## src/rtl/lwe_pkg.sv

```systemverilog
// Shared constants and helpers for the LWE encryption datapath.
// Holds the default parameter values used by every block in the slice and
// the modulus-reduction helper. All moduli are powers of two, so reduction
// is a plain mask of the low log2(modulus) bits.
package lwe_pkg;

    localparam int DEF_PLAINTEXT_MODULUS  = 64;
    localparam int DEF_PLAINTEXT_WIDTH    = 6;
    localparam int DEF_CIPHERTEXT_MODULUS = 1024;
    localparam int DEF_CIPHERTEXT_WIDTH   = 32;
    localparam int DEF_DIMENSION          = 3;
    localparam int DEF_DIM_WIDTH          = 2;
    localparam int DEF_BIG_N              = 2;
    localparam int DEF_PARALLEL           = 2;

    // Widest value the reduction helper accepts; callers zero-extend into it.
    localparam int MAX_W = 64;

    // Reduce a value modulo a power-of-two modulus by masking.
    function automatic logic [MAX_W-1:0] mod_reduce(
        input logic [MAX_W-1:0] value,
        input logic [MAX_W-1:0] modulus
    );
        return value & (modulus - {{(MAX_W-1){1'b0}}, 1'b1});
    endfunction

endpackage

```

## src/rtl/lane_sum.sv

```systemverilog
// Combinational adder over 2*PARALLEL operand lanes.
// Produces partial = (sum op1[i] + sum op2[i]) mod MODULUS.
// Ports:
//   op1, op2 : PARALLEL lanes of WIDTH bits each
//   partial  : reduced per-cycle sum, WIDTH bits (upper bits always 0)
// The running sum is kept at full lane width; overflow past 2^WIDTH is
// harmless because the modulus is a power of two no larger than 2^WIDTH.
module lane_sum
    import lwe_pkg::*;
#(
    parameter int WIDTH    = DEF_CIPHERTEXT_WIDTH,
    parameter int MODULUS  = DEF_CIPHERTEXT_MODULUS,
    parameter int PARALLEL = DEF_PARALLEL
) (
    input  logic [WIDTH-1:0] op1 [PARALLEL],
    input  logic [WIDTH-1:0] op2 [PARALLEL],
    output logic [WIDTH-1:0] partial
);

    logic [WIDTH-1:0] total;

    // Sum every lane of both operand arrays; synthesis balances the chain.
    always_comb begin
        total = '0;
        for (int i = 0; i < PARALLEL; i++) begin
            total = total + op1[i] + op2[i];
        end
    end

    // Reduce the full-width sum to the ciphertext modulus.
    always_comb begin
        partial = WIDTH'(mod_reduce(MAX_W'(total), MAX_W'(MODULUS)));
    end

endmodule

```

## src/rtl/lwe_encrypt_accum.sv

```systemverilog
// Streaming row accumulator for the LWE encryption datapath.
// Each enabled cycle the lane sum P is added (mod CIPHERTEXT_MODULUS) into a
// running per-row total. When the row index changes on an enabled cycle, or
// done is pulsed, the finished total is registered onto ciphertext.
// Ports:
//   clk        : rising-edge clock
//   rst_n      : asynchronous reset, ACTIVE-HIGH despite its name
//   done       : flush pulse, publishes the current row total
//   en         : accumulate this cycle's lanes
//   op1, op2   : PARALLEL operand lanes of CIPHERTEXT_WIDTH bits
//   row        : row index of this cycle's operands (any value accepted)
//   ciphertext : registered total of the most recently completed row
// PLAINTEXT_*, DIMENSION and BIG_N are carried for interface uniformity with
// the rest of the datapath and do not enter the arithmetic.
module lwe_encrypt_accum
    import lwe_pkg::*;
#(
    parameter int PLAINTEXT_MODULUS  = DEF_PLAINTEXT_MODULUS,
    parameter int PLAINTEXT_WIDTH    = DEF_PLAINTEXT_WIDTH,
    parameter int CIPHERTEXT_MODULUS = DEF_CIPHERTEXT_MODULUS,
    parameter int CIPHERTEXT_WIDTH   = DEF_CIPHERTEXT_WIDTH,
    parameter int DIMENSION          = DEF_DIMENSION,
    parameter int DIM_WIDTH          = DEF_DIM_WIDTH,
    parameter int BIG_N              = DEF_BIG_N,
    parameter int PARALLEL           = DEF_PARALLEL
) (
    input  logic                        clk,
    input  logic                        rst_n,
    input  logic                        done,
    input  logic                        en,
    input  logic [CIPHERTEXT_WIDTH-1:0] op1 [PARALLEL],
    input  logic [CIPHERTEXT_WIDTH-1:0] op2 [PARALLEL],
    input  logic [DIM_WIDTH-1:0]        row,
    output logic [CIPHERTEXT_WIDTH-1:0] ciphertext
);

    typedef enum logic [0:0] {
        ST_IDLE  = 1'b0,   // no row in progress, acc is zero
        ST_ACCUM = 1'b1    // a row is being accumulated
    } acc_state_t;

    acc_state_t                  state, state_next;
    logic [CIPHERTEXT_WIDTH-1:0] acc, acc_next;
    logic [CIPHERTEXT_WIDTH-1:0] ct_next;
    logic [DIM_WIDTH-1:0]        last_row, last_row_next;
    logic [CIPHERTEXT_WIDTH-1:0] partial;
    logic [CIPHERTEXT_WIDTH-1:0] acc_plus_p;
    logic                        same_row;

    lane_sum #(
        .WIDTH    (CIPHERTEXT_WIDTH),
        .MODULUS  (CIPHERTEXT_MODULUS),
        .PARALLEL (PARALLEL)
    ) u_lane_sum (
        .op1     (op1),
        .op2     (op2),
        .partial (partial)
    );

    // Modular running sum and row-match flag used by the next-state logic.
    always_comb begin
        acc_plus_p = CIPHERTEXT_WIDTH'(mod_reduce(MAX_W'(acc) + MAX_W'(partial),
                                                  MAX_W'(CIPHERTEXT_MODULUS)));
        same_row   = (row == last_row);
    end

    // Next-state and publish decisions; done takes priority over row change.
    always_comb begin
        state_next    = state;
        acc_next      = acc;
        last_row_next = last_row;
        ct_next       = ciphertext;
        if (done) begin
            if (en && !same_row) begin
                // Publish the old row and open the new one with this cycle's P.
                ct_next       = acc;
                acc_next      = partial;
                last_row_next = row;
                state_next    = ST_ACCUM;
            end else begin
                if (en) begin
                    ct_next = acc_plus_p;
                end else if (state == ST_ACCUM) begin
                    ct_next = acc;
                end else begin
                    ct_next = '0;
                end
                acc_next   = '0;
                state_next = ST_IDLE;
            end
        end else if (en) begin
            case (state)
                ST_IDLE: begin
                    acc_next      = partial;
                    last_row_next = row;
                    state_next    = ST_ACCUM;
                end
                ST_ACCUM: begin
                    if (same_row) begin
                        acc_next = acc_plus_p;
                    end else begin
                        ct_next       = acc;
                        acc_next      = partial;
                        last_row_next = row;
                    end
                end
                default: begin
                    acc_next   = '0;
                    state_next = ST_IDLE;
                end
            endcase
        end else begin
            // Disabled cycle: everything holds, row changes are ignored.
            state_next = state;
        end
    end

    // State, accumulator and published-output registers.
    always_ff @(posedge clk or posedge rst_n) begin
        if (rst_n) begin
            state      <= ST_IDLE;
            acc        <= '0;
            last_row   <= '0;
            ciphertext <= '0;
        end else begin
            state      <= state_next;
            acc        <= acc_next;
            last_row   <= last_row_next;
            ciphertext <= ct_next;
        end
    end

endmodule

```

## config.mk

```make
export PLATFORM = sky130hd
export DESIGN_NAME = lwe_encrypt_accum
export DESIGN_NICKNAME = d
export VERILOG_FILES = /design/src/rtl/lwe_pkg.sv /design/src/rtl/lane_sum.sv /design/src/rtl/lwe_encrypt_accum.sv
export SDC_FILE = /design/constraint.sdc
export NUM_CORES = 1
export LEC_CHECK = 0
export CORE_MARGIN = 3
export CORE_UTILIZATION = 34
export DETAILED_ROUTE_END_ITERATION = 10
export PLACE_DENSITY_LB_ADDON = 0.15
export SLEW_MARGIN = 20
export SYNTH_ARGS = -nofsm -noshare
export SYNTH_HDL_FRONTEND = slang
export SYNTH_SLANG_ARGS = --single-unit
```

## constraint.sdc

```tcl
create_clock -name clk -period 2.22 [get_ports clk]
set_input_delay 0.333 -clock clk [delete_from_list [all_inputs] [get_ports clk]]
set_output_delay 0.333 -clock clk [all_outputs]
set_load 0.005 [all_outputs]
```

==> results of run 1 <==
## cells by family after synthesis
group	count (synthesis)	share of synthesized area, %
compound gates	82	19.25
xor+xnor	21	8.122
fa+ha+maj	37	23.12
buf+inv	76	14.09
flops	23	21.98
mux	7	2.771
other cells	1	0.1432
simple gates	55	10.51
## final cells by class
cell class | instances | area share [%]
flip-flops and latches | 23 | 13.74
multi-input cells | 224 | 52.14
clock inverters | 1 | 0.1195
inverters | 48 | 4.661
clock buffers | 3 | 0.9860
repair buffers | 120 | 25.40
well taps | 99 | 2.958
## flip-flops by register name (all words and copies together), names as in the netlist
| name | count |
|---|---|
| acc | 10 |
| ciphertext | 10 |
| last_row | 2 |
| state | 1 |
## cell usage in the layout (no fill, tap or decap), types with 5 or more instances in the layout
master / netlist / routed
nand2_1: 21 / 20
inv_2: 1 / 13
buf_4: 22 / 54
ha_1: 18 / 6
ha_4: 0 / 10
nor2_1: 12 / 11
o21ai_0: 22 / 8
a21oi_1: 22 / 11
a21oi_2: 1 / 8
inv_1: 47 / 33
xnor2_1: 11 / 6
a21o_1: 6 / 6
dfrtp_1: 23 / 23
mux2i_1: 5 / 5
conb_1: 1 / 22
a22oi_1: 7 / 5
clkdlybuf4s50_1: 0 / 37
buf_6: 0 / 10
fa_1: 19 / 15
dlygate4sd2_1: 0 / 8
o21ai_1: 6 / 17
buf_2: 1 / 5
## critical path: cells and delay by family
kind,cells,cell delay (ps)
XOR/XNOR,2,370
adder cells (fa/ha/maj),5,1870
AND/OR/NAND/NOR,4,370
AO/OA/AOI/OAI,4,710
buffers and inverters,3,150
## layer usage
layer | vias to the layer above | part of all wire, %
met2 | 63 | 53
li1 | 1194 | -
met3 | 2 | 5.3
met4 | 0 | 0.44
met5 | - | 0
met1 | 1159 | 41
## per-stage QoR
stage	utilization, %	setup WS (ps)	hold slack [ps]	instances	power [W]
2_1_floorplan	-	-1438	334.9	323	0.002732
3_3_place_gp	50.49	-2077	464.7	503	0.004156
3_5_place_dp	50.49	-2141	478.4	503	0.004195
4_1_cts	53.53	-1419	414.2	512	0.005108
5_1_grt	56.83	-1599	429.2	518	0.006377
6_report	56.83	-1439	404.9	518	0.005943
## report_power, final
| part | internal, W | switching [W] |
|---|---|---|
| logic | 0.00286 | 0.00208 |
| registers | 0.000575 | 0.000157 |
| clock network | 0.000125 | 0.000143 |
## worst max-delay path by stage
stage | startpoint | end | slack [ps]
3_3_place_gp | op1[1] | acc[9] | -2080
4_1_cts | op1[1] | ciphertext[9] | -1420
6_report | op1[1] | acc[8] | -1440
2_1_floorplan | op2[2] | acc[9] | -1440
3_5_place_dp | op1[1] | ciphertext[9] | -2140
5_1_grt | op1[1] | acc[8] | -1600
## timing repair
| item | in CTS | in global routing |
|---|---|---|
| hold buffers | 0 | 0 |
| pin swaps | 41 | 41 |
| gates resized for setup | 85 | 35 |
| setup endpoints to repair | 18 | 18 |
| buffers inserted | 5 | 6 |
==> flow_metrics.env, run 1 <==
export IMPL_drc=0
export IMPL_initial_core_util_pct=35.53
export IMPL_gp_congestion=0.7990
export IMPL_synth_edf_count=0
export IMPL_grt_use_total_pct=14.52
export IMPL_drtIter0Drc=71
export IMPL_fp_row_count=31
export IMPL_p_per_area_nw_per_um2=1419
export IMPL_slowest_stage="fa_1"
export IMPL_hpwl_um=5138
export IMPL_cp_data_required_time_ps=2380
export IMPL_max_slew_margin_pct=61.65
export IMPL_drtAntennaViolNets=0
export IMPL_end_kind="flip-flop"
export IMPL_layout_nets=591
export IMPL_syn_mean_instance_area_sq_um=8.671
export IMPL_grt_max_degree=24
export IMPL_ys_seq_area_share_pct=21.98
export IMPL_cts_tree="yes"
export IMPL_critPathMaxFanout=3
export IMPL_cap_violations=0
export IMPL_r2r_end="acc[8]"
export IMPL_rrSetupSlack_ps=-170
export IMPL_syn_to_final_growth_pct=59.91
export IMPL_die_h_um=93.76
export IMPL_grt_pass1_wl_um=10410
export IMPL_yosysMostFrequentCell="inv_1"
export IMPL_synth_flop_cell="dfrtp_1"
export IMPL_overflow=0
export IMPL_syn_inst=302
export IMPL_layout_drive_gt1_share_pct=36.52
export IMPL_synth_area_top_cells="dfrtp_1 22%, fa_1 15%, ha_1 8.6%"
export IMPL_crit_path_max_incr_delay_ps=520
export IMPL_post_dp_cell_area_sq_um=3721
export IMPL_arrival_ps=3810
export IMPL_clk_latency_ps=260
export IMPL_synth_top_area_share_pct=21.98
export IMPL_worst_setup_path_start_kind="input port"
export IMPL_tns_ps=-18400
export IMPL_reg2reg_depth=9
export IMPL_synth_seq_cells=23
export IMPL_num_antenna_cells=0
export IMPL_die_w_um=93.76
export IMPL_use_met1_pct=18.35
export IMPL_async_flop_share_pct=100.0
export IMPL_critPathKind="input port to flip-flop"
export IMPL_hold_viol=0
export IMPL_ios=166
export IMPL_ys_top_cells_by_count="47 x inv_1, 23 x dfrtp_1, 22 x a21oi_1, 22 x buf_4, 22 x o21ai_0"
export IMPL_clk_pin_slew_ps=90
export IMPL_grt_use_met2_pct=26.67
export IMPL_fill_cells=679
export IMPL_clock_sinks=23
export IMPL_clock_skew_ps=2.778
export IMPL_avgViaCountPerCell=4.668
export IMPL_ys_warn_count=0
export IMPL_antenna_found_initial=0
export IMPL_ir_drop_v=0.0007322
export IMPL_slew_violations=0
export IMPL_final_min_clock_period_ps=3659
export IMPL_routed_wl_um=6640
export IMPL_die_area_sq_um=8791
export IMPL_cp_cell_sequence="buf_8, inv_8, fa_1, inv_1, fa_2, ha_4, fa_2, a21oi_2, nor2b_1, nor2_1, xnor2_1, ha_2, o21ai_1, nand2b_1, a31oi_2, xor2_1, nor3_1, a221o_1"
export IMPL_clockBufferDepth=2
export IMPL_rsz0062_at_grt="true"
export IMPL_synth_cell_type_count=50
export IMPL_numCtsBuffers=3
export IMPL_final_setup_worst_slack_ps=-1439
export IMPL_cts_root_buffer="clkbuf_8"
export IMPL_wl_per_cell_um=12.82
export IMPL_worst_pin_slew_ps=573.2
export IMPL_cp_common_cell="fa_2"
export IMPL_hold_class="input port to asynchronous set/reset pin"
export IMPL_vias=2418
export IMPL_register_area_sq_um=575.6
export IMPL_io_buffers=55
export IMPL_h_tree_depth=1
export IMPL_final_setup_viol_count=18
export IMPL_grtUsageMet3_pct=2.484
export IMPL_post_route_period_util_pct=164.8
export IMPL_grt_pass1_vias=2353
export IMPL_post_route_cell_area_sq_um=4188
export IMPL_multiInputGateArea_sq_um=2183
export IMPL_violations="setup timing"
export IMPL_core_area_sq_um=7370
export IMPL_leakagePower_nw=1.951
export IMPL_outcome="finished with violations"
export IMPL_dr_pass1_iters=4
export IMPL_fmax_mhz=273.3
export IMPL_syn_area_sq_um=2619
export IMPL_yosysTopAreaCell="dfrtp_1"
export IMPL_top_usage_layer="met2"
export IMPL_rr_startpoint="acc[0]"
Power figures use the tool's default switching activity.
==> run 2, diff against run 1 <==
CTS_CLUSTER_DIAMETER = 200   (was not set)
==> results of run 2 <==
The final DEF is identical to that of run 1; final timing and power are the same.
==> run 3, diff against run 2 <==
ABC_CLOCK_PERIOD_IN_PS = 2220   (was not set)
==> results of run 3 <==
The final DEF is identical to that of run 1; final timing and power are the same.
